`src/rtl/pt_arbiter.sv`:
```
// pt_arbiter: picks whichever crack core starts writing plaintext first,
// forwards that core's bytes (one cycle late) into the shared plaintext
// memory, then waits a bounded time for the winner's key. If both cores
// finish without a key, or the winner never produces one, the run fails.
module pt_arbiter #(
  parameter int AW      = 8,
  parameter int KW      = 24,
  parameter int KV_WAIT = 16
) (
  input  logic          clk,
  input  logic          rst_n,
  input  logic          en,
  output logic          rdy,
  input  logic [AW-1:0] a_fpt_addr,
  input  logic [7:0]    a_fpt_wrdata,
  input  logic          a_fpt_wren,
  input  logic [KW-1:0] a_key,
  input  logic          a_key_valid,
  input  logic          a_rdy,
  input  logic [AW-1:0] b_fpt_addr,
  input  logic [7:0]    b_fpt_wrdata,
  input  logic          b_fpt_wren,
  input  logic [KW-1:0] b_key,
  input  logic          b_key_valid,
  input  logic          b_rdy,
  output logic [AW-1:0] pt_addr,
  output logic [7:0]    pt_wrdata,
  output logic          pt_wren,
  output logic [KW-1:0] key,
  output logic          key_valid,
  output logic          done,
  output logic [AW:0]   nbytes
);

  localparam int CW = $clog2(KV_WAIT + 1);
  localparam logic [AW:0] NMAX = {1'b1, {AW{1'b0}}};
  localparam logic [CW-1:0] KCNT_LAST = CW'(KV_WAIT - 1);

  typedef enum logic [2:0] {
    S_IDLE,
    S_ARM,
    S_COPY_A,
    S_COPY_B,
    S_KWAIT,
    S_DONE,
    S_FAIL
  } state_t;

  state_t          state_q;
  logic            rdy_q;
  logic [AW-1:0]   pt_addr_q;
  logic [7:0]      pt_wrdata_q;
  logic            pt_wren_q;
  logic [KW-1:0]   key_q;
  logic            key_valid_q;
  logic            done_q;
  logic [AW:0]     nbytes_q;
  logic            fail_a_q;
  logic            fail_b_q;
  logic            a_rdy_prev_q;
  logic            b_rdy_prev_q;
  logic            win_b_q;
  logic [CW-1:0]   kcnt_q;

  logic            fail_a_d;
  logic            fail_b_d;
  logic [AW:0]     nbytes_d;
  logic [KW-1:0]   win_key_d;
  logic            win_kv_d;

  // Core failure = ready rising while no key is reported; byte count saturates; winner key mux.
  always_comb begin
    fail_a_d  = fail_a_q | (a_rdy & ~a_rdy_prev_q & ~a_key_valid);
    fail_b_d  = fail_b_q | (b_rdy & ~b_rdy_prev_q & ~b_key_valid);
    nbytes_d  = (nbytes_q == NMAX) ? nbytes_q : nbytes_q + 1'b1;
    win_key_d = win_b_q ? b_key : a_key;
    win_kv_d  = win_b_q ? b_key_valid : a_key_valid;
  end

  // Arbitration FSM with all outputs registered; pt_wren defaults low every cycle.
  always_ff @(posedge clk or negedge rst_n) begin
    if (!rst_n) begin
      state_q      <= S_IDLE;
      rdy_q        <= 1'b1;
      pt_addr_q    <= '0;
      pt_wrdata_q  <= '0;
      pt_wren_q    <= 1'b0;
      key_q        <= '0;
      key_valid_q  <= 1'b0;
      done_q       <= 1'b0;
      nbytes_q     <= '0;
      fail_a_q     <= 1'b0;
      fail_b_q     <= 1'b0;
      a_rdy_prev_q <= 1'b0;
      b_rdy_prev_q <= 1'b0;
      win_b_q      <= 1'b0;
      kcnt_q       <= '0;
    end else begin
      a_rdy_prev_q <= a_rdy;
      b_rdy_prev_q <= b_rdy;
      pt_wren_q    <= 1'b0;

      case (state_q)
        S_IDLE, S_DONE, S_FAIL: begin
          if (en) begin
            state_q     <= S_ARM;
            rdy_q       <= 1'b0;
            done_q      <= 1'b0;
            key_valid_q <= 1'b0;
            nbytes_q    <= '0;
            fail_a_q    <= 1'b0;
            fail_b_q    <= 1'b0;
          end
        end

        S_ARM: begin
          // The selecting write is itself forwarded; A wins a same-edge tie.
          if (a_fpt_wren && !fail_a_q) begin
            state_q     <= S_COPY_A;
            win_b_q     <= 1'b0;
            pt_wren_q   <= 1'b1;
            pt_addr_q   <= a_fpt_addr;
            pt_wrdata_q <= a_fpt_wrdata;
            nbytes_q    <= nbytes_d;
          end else if (b_fpt_wren && !fail_b_q) begin
            state_q     <= S_COPY_B;
            win_b_q     <= 1'b1;
            pt_wren_q   <= 1'b1;
            pt_addr_q   <= b_fpt_addr;
            pt_wrdata_q <= b_fpt_wrdata;
            nbytes_q    <= nbytes_d;
          end else begin
            fail_a_q <= fail_a_d;
            fail_b_q <= fail_b_d;
            if (fail_a_d && fail_b_d) begin
              state_q <= S_FAIL;
              done_q  <= 1'b1;
              rdy_q   <= 1'b1;
            end
          end
        end

        S_COPY_A: begin
          if (a_fpt_wren) begin
            pt_wren_q   <= 1'b1;
            pt_addr_q   <= a_fpt_addr;
            pt_wrdata_q <= a_fpt_wrdata;
            nbytes_q    <= nbytes_d;
          end else begin
            state_q <= S_KWAIT;
            kcnt_q  <= '0;
          end
        end

        S_COPY_B: begin
          if (b_fpt_wren) begin
            pt_wren_q   <= 1'b1;
            pt_addr_q   <= b_fpt_addr;
            pt_wrdata_q <= b_fpt_wrdata;
            nbytes_q    <= nbytes_d;
          end else begin
            state_q <= S_KWAIT;
            kcnt_q  <= '0;
          end
        end

        S_KWAIT: begin
          // A stream that never yields a key within the window is treated as bogus.
          if (win_kv_d) begin
            state_q     <= S_DONE;
            key_q       <= win_key_d;
            key_valid_q <= 1'b1;
            done_q      <= 1'b1;
            rdy_q       <= 1'b1;
          end else if (kcnt_q == KCNT_LAST) begin
            state_q <= S_FAIL;
            done_q  <= 1'b1;
            rdy_q   <= 1'b1;
          end else begin
            kcnt_q <= kcnt_q + 1'b1;
          end
        end

        default: state_q <= S_IDLE;
      endcase
    end
  end

  assign rdy       = rdy_q;
  assign pt_addr   = pt_addr_q;
  assign pt_wrdata = pt_wrdata_q;
  assign pt_wren   = pt_wren_q;
  assign key       = key_q;
  assign key_valid = key_valid_q;
  assign done      = done_q;
  assign nbytes    = nbytes_q;

endmodule
```
`config.mk`:
```
export PLATFORM = sky130hd
export DESIGN_NAME = pt_arbiter
export DESIGN_NICKNAME = d
export VERILOG_FILES = /design/src/rtl/pt_arbiter.sv
export SDC_FILE = /design/constraint.sdc
export NUM_CORES = 1
export LEC_CHECK = 0
export ABC_AREA = 1
export CORE_ASPECT_RATIO = 2
export CORE_UTILIZATION = 40
export CTS_BUF_LIST = sky130_fd_sc_hd__clkbuf_8 sky130_fd_sc_hd__clkbuf_16
export DETAILED_ROUTE_END_ITERATION = 12
export PLACE_DENSITY = 0.75
export SLEW_MARGIN = 10
export SYNTH_ARGS = -nofsm -noshare
export SYNTH_HDL_FRONTEND = slang
export SYNTH_SLANG_ARGS = --single-unit
```
`constraint.sdc`:
```
create_clock -name clk -period 1.3 [get_ports clk]
set_input_delay 0.195 -clock clk [delete_from_list [all_inputs] [get_ports clk]]
set_output_delay 0.195 -clock clk [all_outputs]
set_load 0.02 [all_outputs]
```
; After elaboration in Yosys (flattened, before gate mapping)
; Cells that the tools add are included.
[op_classes]
add_sub_neg = 2
multipliers = 0
n_div = 0
n_lt_le_gt_ge = 0
eq_ne = 22
n_shift = 0
mux = 55
bitwise = 10
reduce_logical = 23
[ops]
columns = cell, n
row1 = 8-bit two-way mux, 8
row2 = 9-bit two-way mux, 6
row3 = 8-bit one-hot mux with 3 select lines, 2
row4 = 9-bit one-hot mux with 4 select lines, 1
row5 = 24-bit two-way mux, 1
row6 = 3-bit two-way mux, 8
row7 = 2-bit inequality test (second input constant), 11
row8 = 5-bit two-way mux, 4
row9 = 1-bit two-way mux, 18
row10 = 3-bit one-hot mux with 5 select lines, 1
row11 = 5-bit one-hot mux with 3 select lines, 1
row12 = 5-bit AND reduction, 3
row13 = 9-bit by 1-bit adder with 9-bit output (second input constant), 1
row14 = 3-bit == test (second input constant), 3
row15 = 9-bit == test (second input constant), 1
row16 = 3-bit nonzero test, 3
row17 = 4-bit AND reduction, 2
row18 = 3-bit by 2-bit == test with 1-bit output (second input constant), 2
row19 = 3-bit inequality test (second input constant), 2
row20 = 1-bit one-hot mux with 2 select lines, 3
row21 = 1-bit one-hot mux with 3 select lines, 2
row22 = 6-bit AND reduction, 1
row23 = 2-bit nonzero test, 3
row24 = 5-bit by 1-bit adder with 5-bit output (second input constant), 1
row25 = other kinds (13), 24
[totals]
ff_bits = 66
latch_bits = 0
ram_bits = 0
mem_bits_ro = 0
inputBits = 89
output_inout_bits = 53
memories = 0

; Depth between registers and ports, before layout
; Gate-level depths: netlist of run 1.
[depth]
ltp_word = 9
depth_mapped = 10
mapped_depth_nobuf = 10

; Least setup slack after synthesis of run 1
; No wires, ideal clock.
[synth_timing]
kind = reg-to-reg
startpoint = register kcnt_q[0]
endpoint = register done_q (netlist: done)
setup_ps = 118
t_arrival_ps = 1342
setup_slack_ps = -160
path_stages_with_launch = 10
path_cell_list = dfrtp_1 ha_1 nand2_1 nor2_1 ha_1 nand3b_1 nand2_1 nor2_1 nand3_1 nand2_1
[synth_between]
elab_chain_len = 3
[synth_lines]
columns = element, line
row1 = from (decl), 63  ; logic [CW-1:0] kcnt_q;
row2 = from (signal assigned), 180  ; kcnt_q <= kcnt_q + 1'b1;
row3 = 5-bit by 4-bit == test with 1-bit output, 175  ; end else if (kcnt_q == KCNT_LAST) begin
row4 = 3-bit inequality test (no line), -
row5 = 6-bit AND reduction (no line), -
row6 = to (signal assigned), 137  ; done_q <= 1'b1;
row7 = to (signal assigned), 173  ; done_q <= 1'b1;
row8 = to (signal assigned), 177  ; done_q <= 1'b1;
row9 = to (decl), 56  ; logic done_q;
; No other way between the ends.
; A chain may end at the register's enable or synchronous reset.

; Worst setup path in the final report of run 1
[layout_timing]
startpoint = register state_q[0]
endpoint = register nbytes_q[6] (netlist: nbytes[6])
[layout_between]
elab_chain_len = 4
word_cells_on_any_way = 14
classes_between = eq/ne (9) / mux (1) / reduce/logical (4)
[layout_lines]
columns = element, line
row1 = from (decl), 49  ; state_t state_q;
row2 = from (signal assigned), 83  ; state_q <= S_IDLE;
row3 = from (signal assigned), 106  ; state_q <= S_ARM;
row4 = from (signal assigned), 119  ; state_q <= S_COPY_A;
row5 = 3-bit == test / 3-bit logical NOT (equally long branches), 103  ; case (state_q)
row6 = 3-bit OR reduction, 103
row7 = 4-bit nonzero test (no line) / 2-bit inequality test (equally long branches), -
row8 = 5-bit AND reduction (no line), -
row9 = to (signal assigned), 124  ; nbytes_q <= nbytes_d;
row10 = to (signal assigned), 131  ; nbytes_q <= nbytes_d;
row11 = to (signal assigned), 148  ; nbytes_q <= nbytes_d;
row12 = to (decl), 57  ; logic [AW:0] nbytes_q;
; Several ways; a longest one is shown, not always the timed one.

==> results.sh, run 1 <==
export IMPL_cts_buffers=9
export IMPL_finalCritPeriodShare=1.238
export IMPL_antenna_found_initial=1
export IMPL_synth_top_area_frac=0.4571
export IMPL_ir_drop_uv=1241
export IMPL_hpwl_um=8134
export IMPL_avgRoutedWirePerCell_um=18.05
export IMPL_grt_overflow=0
export IMPL_remaining_drc_errors=0
export IMPL_hold_start="b_rdy"
export IMPL_nFillCells=572
export IMPL_rows=48
export IMPL_placement_io_buffers=141
export IMPL_cp_start_kind="register"
export IMPL_finalNonFillerCells=786
export IMPL_nNetsFinal=773
export IMPL_yosysUniqueCellTypes=30
export IMPL_htreeDepth=3
export IMPL_die_width_um=68.70
export IMPL_r2r_start="state_q[0]$_DFFE_PN0P_"
export IMPL_core_um2=8648
export IMPL_drt_vias_per_instance=5.416
export IMPL_netlist_area_um2=3558
export IMPL_async_flop_share=1.000
export IMPL_ys_flop_type="dfrtp_1"
export IMPL_top_layer="met4"
export IMPL_rsz0062_at_grt="true"
export IMPL_drv_slew=0
export IMPL_setup_slack_ns=-0.3098
export IMPL_drive_gt1_frac=0.3226
export IMPL_fin_skew_ns=0.007154
export IMPL_dp_cells=734
export IMPL_worst_hold_path_type="input port to register"
export IMPL_ys_ff_latch=66
export IMPL_worst_pin_slew_ns=0.3009
export IMPL_grt_pass1_wl_um=20910
export IMPL_dpl_worst_slack_ns=-0.3886
export IMPL_required_ns=1.58
export IMPL_root_buffer="clkbuf_16"
export IMPL_cts_sinks=66
export IMPL_startpoint="state_q[0]$_DFFE_PN0P_"
export IMPL_dr_pass1_iters=5
export IMPL_yosysSeqAreaShare=0.4645
export IMPL_path_clk_slew_ns=0.06
export IMPL_grt_pass1_vias=4448
export IMPL_synth_warnings=0
export IMPL_ios=142
export IMPL_place_gp_congestion=0.8891
export IMPL_power_density_nw_per_um2=2396
export IMPL_area_growth_pct=90.19
export IMPL_synthCells=467
export IMPL_avgSynthCellArea_um2=7.620
export IMPL_dr_wl_met3_um=692
export IMPL_synthTopCellsByArea="dfrtp_1 (46%), nand2_1 (18%), nor2_1 (4.7%), inv_1 (4.4%), a31oi_1 (4.2%)"
export IMPL_wirelength_um=14190
export IMPL_layout_min_cycle_time_ns=1.610
export IMPL_wl_met2_um=7987
export IMPL_synth_enable_flop_cells=0
export IMPL_cap_violations=0
export IMPL_path_class="register to register"
export IMPL_fin_hold_ws_ns=0.3240
export IMPL_start_util=0.4115
export IMPL_maxSlewHeadroom=0.7992
export IMPL_num_vias=4257
export IMPL_die_area_um2=9300
export IMPL_synth_top_area_cell="dfrtp_1"
export IMPL_antenna_left=0
export IMPL_finalSetupViolations=64
export IMPL_finalHoldViolCount=0
export IMPL_grt_max_degree=46
export IMPL_syn_nets=560
export IMPL_path_max_fanout=5
export IMPL_p_leak_nw=3.234
export IMPL_clockBufferDepth=2
export IMPL_status="complete, but fails checks"
export IMPL_wl_met1_um=4721
export IMPL_clock_latency_ns=0.34
export IMPL_violations="setup timing"
export IMPL_die_h_um=135.4
export IMPL_gr_usage_all_layers=0.3133
export IMPL_clock_fmax_ghz=0.6212
export IMPL_endpoint_kind="register"
export IMPL_first_iter_violations=218
export IMPL_cts_tree="done"
export IMPL_crit_arrival_ns=1.89
==> repair_timing <==
action                     in CTS  in global routing
gates cloned                   14                  0
pin swaps                      38                 24
setup buffers                  18                  8
gates resized for setup       177                 62
hold buffers                    1                  0
setup endpoints to repair     117                 71
hold endpoints to repair       65                  0
==> cells in the mapped netlist, types with 2 or more instances <==
cell type,instances
a21oi_1,6
a31oi_1,24
buf_2,11
buf_4,2
clkbuf_1,5
dfrtp_1,65
ha_1,4
inv_1,42
inv_2,4
nand2_1,173
nand2_2,4
nand3_1,29
nand4_1,4
nor2_1,45
nor2_4,2
nor3_1,3
o211ai_1,8
o211ai_2,9
o21ai_0,14
or2_2,2
xor2_1,2
==> report_power, final <==
part	leakage [nW]	switching (mW)	internal, mW
Combinational	2.26	5.54	4.25
Sequential	0.801	0.626	2.91
Clock	0.176	0.917	1.97
==> worst max-delay path, stage by stage (launching register included) <==
cell     delay [ns]
dfrtp_2        0.42
buf_12         0.13
nor2_4         0.04
buf_6          0.12
nor2_4         0.16
nand4_1        0.20
nand2_4        0.16
inv_4          0.06
nand2_4        0.11
nand2_1        0.07
nand2_1        0.06
==> registers in the layout, indices dropped and copies added (netlist names) <==
register and cells:
pt_wren 1, nbytes 9, b_rdy_prev_q 1, win_b_q 1, rdy 1, kcnt_q 5
state_q 3, key_valid 1, key 24, a_rdy_prev_q 1, fail_a_q 1, fail_b_q 1
pt_addr 8, pt_wrdata 8, done 1
==> path summary, 6_finish.rpt <==
path / to / slack, ns / cells after the start
min in group asynchronous: nbytes[5]$_DFFE_PN0P_ / 0.38 / 3
max in group asynchronous: rdy$_DFFE_PN1P_ / 0.62 / 3
min: b_rdy_prev_q$_DFF_PN0_ / 0.32 / 1
max reg2reg: nbytes[6]$_DFFE_PN0P_ / -0.31 / 10
max: nbytes[6]$_DFFE_PN0P_ / -0.31 / 10
min reg2reg: rdy$_DFFE_PN1P_ / 0.47 / 2
==> cells in the final DEF (no fill, tap or decap), types with 6 or more instances in the layout <==
cell type	Yosys	final
nand2_1	173	142
clkdlybuf4s50_1	0	87
dfrtp_1	65	59
buf_4	2	47
dlygate4sd2_1	0	43
inv_1	42	34
nand3_1	29	24
nor2_1	45	22
nand2_4	0	18
nand2_2	4	17
nor2_2	1	15
a31oi_1	24	14
nor2_4	2	12
buf_6	0	12
a31oi_4	0	10
o211ai_2	9	9
clkbuf_16	0	9
buf_16	0	9
o211ai_1	8	8
buf_12	1	8
inv_4	1	7
inv_2	4	6
a21oi_1	6	6
dfrtp_2	0	6
==> cell type report <==
| type | instances | area, um^2 | share of cell area |
|---|---|---|---|
| diodes | 1 | 2.502 | 0.0003698 |
| clock buffers | 11 | 252.7 | 0.03735 |
| clock inverters | 5 | 100.1 | 0.01479 |
| inverters | 47 | 193.9 | 0.02866 |
| multi-input cells | 339 | 2191 | 0.3237 |
| flip-flops and latches | 66 | 1660 | 0.2453 |
| well taps | 100 | 125.1 | 0.01849 |
| repair buffers | 217 | 2242 | 0.3313 |
==> through the flow <==
stage | util | cell area, um^2 | TNS (ns) | power [mW]
5_1_grt | 0.7826 | 6768 | -19.59 | 16.97
3_3_place_gp | 0.6249 | 5404 | -15.66 | 10.37
3_5_place_dp | 0.6249 | 5404 | -17.84 | 10.55
2_1_floorplan | - | 3627 | -1.823 | 7.478
6_report | 0.7826 | 6768 | -15.46 | 16.22
4_1_cts | 0.7530 | 6513 | -11.87 | 15.17
==> layer usage <==
| layer | vias to the layer above | global-route usage |
|---|---|---|
| met3 | 60 | 0.07407 |
| met2 | 193 | 0.5556 |
| met4 | 0 | 0.2166 |
| met5 | - | 0 |
| met1 | 2044 | 0.2996 |
| li1 | 1960 | - |
==> kinds of logic (layout without fill, tap and decap cells) <==
family / count (synthesis) / in the layout / synth area share
flip-flops: 66 / 66 / 0.4645
XOR/XNOR: 2 / 2 / 0.004924
buffers and inverters: 66 / 280 / 0.08087
AO/OA/AOI/OAI: 63 / 63 / 0.1252
adder cells (fa/ha/maj): 4 / 4 / 0.01407
other: 0 / 1 / 0
AND/OR/NAND/NOR: 266 / 270 / 0.3105
No activity file was read; power rests on OpenSTA's default activity.
==> run 2, diff against run 1 <==
- PLACE_DENSITY: 0.75 -> 0.77
==> run 2 against run 1 <==
Net effect:
- the flow still finishes with violations (setup timing)
- sequential share of layout area increased by 1.0 points
- maximum frequency decreased by 0.16%
- final area decreased by 3.9%
==> results.sh, run 2 (same netlist as run 1, synthesis figures left out) <==
export IMPL_largest_reg_flops=24
export IMPL_setup_slack_ns=-0.3124
export IMPL_r2r_end="done$_DFFE_PN0P_"
export IMPL_first_iter_violations=277
export IMPL_r2r_cells=7
export IMPL_worst_pin_slew_ns=0.3812
export IMPL_cts_buffers=9
export IMPL_hpwl_um=8116
export IMPL_layout_common_cells="nand2_1 (152), clkdlybuf4s50_1 (86), dfrtp_1 (58)"
export IMPL_gr_usage_all_layers=0.2925
export IMPL_grt_use_met2=0.5447
export IMPL_fin_skew_ns=0.009438
export IMPL_finalCritPeriodShare=1.240
export IMPL_critPathMaxStageDelay_ns=0.47
export IMPL_holdPathStages=6
export IMPL_layout_min_cycle_time_ns=1.612
export IMPL_finalSetupViolations=64
export IMPL_path_common_cell="buf_4"
export IMPL_rows=48
export IMPL_nNetsFinal=774
export IMPL_path_cells="inv_4, buf_4, nand3_2, buf_4, o21ai_0, nand3_1, nand2_1"
export IMPL_required_ns=1.56
export IMPL_final_common_cell="nand2_1"
export IMPL_antenna_left=0
export IMPL_power_density_nw_per_um2=2294
export IMPL_cp_start_kind="register"
export IMPL_ios=142
export IMPL_clockBufferDepth=2
export IMPL_use_met1=0.2812
export IMPL_path_max_fanout=4
export IMPL_die_area_um2=9300
export IMPL_clock_fmax_ghz=0.6202
export IMPL_htreeDepth=3
export IMPL_diodes=0
export IMPL_avgRoutedWirePerCell_um=17.10
export IMPL_area_growth_pct=82.77
export IMPL_holdPathEnd="fail_b_q$_DFFE_PN0P_"
export IMPL_worst_hold_path_type="input port to register"
export IMPL_placed_area_um2=5404
export IMPL_clock_latency_ns=0.33
export IMPL_r2r_start="state_q[1]$_DFFE_PN0P_"
export IMPL_status="complete, but fails checks"
export IMPL_final_util=0.7520
export IMPL_grt_pass1_wl_um=19820
export IMPL_cap_violations=0
export IMPL_rsz0062_at_grt="true"
export IMPL_die_h_um=135.4
export IMPL_remaining_drc_errors=0
export IMPL_ir_drop_uv=1317
export IMPL_final_setup_tns_ns=-14.11
export IMPL_worst_path_max_delay_cell="dfrtp_2"
export IMPL_path_class="register to register"
export IMPL_root_buffer="clkbuf_16"
export IMPL_grt_pass1_vias=4281
export IMPL_path_buf_inv=3
export IMPL_grtUsageMet3=0.04966
export IMPL_crit_arrival_ns=1.87
export IMPL_reg2reg_slack_ns=-0.31
export IMPL_maxSlewHeadroom=0.7432
export IMPL_grt_max_degree=67
export IMPL_drive_gt1_frac=0.3129
export IMPL_place_gp_congestion=0.8977
export IMPL_wirelength_um=13410
export IMPL_startpoint="state_q[1]$_DFFE_PN0P_"
export IMPL_power_mw=14.92
export IMPL_dr_pass1_iters=5
export IMPL_start_util=0.4115
export IMPL_antenna_found_initial=0
export IMPL_grt_overflow=0
export IMPL_violations="setup timing"
export IMPL_nFillCells=627
export IMPL_critical_path_top_delay_family="flip-flops"
export IMPL_drt_vias_per_instance=5.351
export IMPL_endpoint_kind="register"
export IMPL_num_vias=4195
export IMPL_die_width_um=68.70
export IMPL_cts_sinks=66
export IMPL_hold_start="b_key_valid"
export IMPL_busiest_layer="met2"
export IMPL_finalHoldViolCount=0
export IMPL_design_area_um2=6504
export IMPL_p_leak_nw=3.118
export IMPL_placement_io_buffers=141
export IMPL_drv_slew=0
export IMPL_core_um2=8648
export IMPL_path_clk_slew_ns=0.05
export IMPL_cts_tree="done"
-- run 2: repair_timing --
action / CTS / global route
pin swaps: 23 / 33
endpoints found under the hold margin: 65 / 0
hold buffers: 1 / 0
setup buffers: 16 / 14
setup endpoints to repair: 116 / 71
gates resized for setup: 164 / 74
gates cloned: 12 / 0
-- run 2: how the worst max path moves through the flow --
stage / endpoint / slack [ns] / cells after the start
3_3_place_gp: state_q[0]$_DFFE_PN0P_ / -0.34 / 10
6_report: done$_DFFE_PN0P_ / -0.31 / 7
5_1_grt: done$_DFFE_PN0P_ / -0.41 / 10
4_1_cts: done$_DFFE_PN0P_ / -0.26 / 10
3_5_place_dp: state_q[0]$_DFFE_PN0P_ / -0.35 / 10
2_1_floorplan: done$_DFFE_PN0P_ / -0.11 / 10
-- run 2: layout make-up --
| class | instances | area, um^2 | area share |
|---|---|---|---|
| multi-input cells | 339 | 2079 | 0.3197 |
| clock inverters | 5 | 20.02 | 0.003078 |
| flip-flops and latches | 66 | 1662 | 0.2555 |
| clock buffers | 9 | 225.2 | 0.03463 |
| inverters | 47 | 196.4 | 0.03020 |
| repair buffers | 218 | 2196 | 0.3376 |
| well taps | 100 | 125.1 | 0.01924 |
-- run 2: tightest hold or removal path: stages --
cell	delay (ns)
dlymetal6s2s_1	0.13
nor2_1	0.06
nand2_1	0.05
nand2_1	0.06
nand2_1	0.06
o21ai_1	0.06
-- run 2: per-stage QoR --
stage	hold slack, ns	cells	setup slack [ns]
after global routing	0.3634	784	-0.4082
final	0.3320	784	-0.3124
after CTS	0.3384	775	-0.2592
after detailed placement	0.2404	734	-0.3523
after floorplan	-0.1006	467	-0.1141
after global placement	0.2429	734	-0.3445
-- run 2: report_power, final --
part	total, mW	internal, mW	switching, mW
clock	2.06	1.23	0.827
combinational	9.22	4.07	5.15
sequential	3.64	2.92	0.721
-- run 2: layer usage --
metal  up-vias  wire (um)
li1       1939          -
met1      2030       4538
met2       167       7694
met3        59        523
met4         0        651
met5         -          0
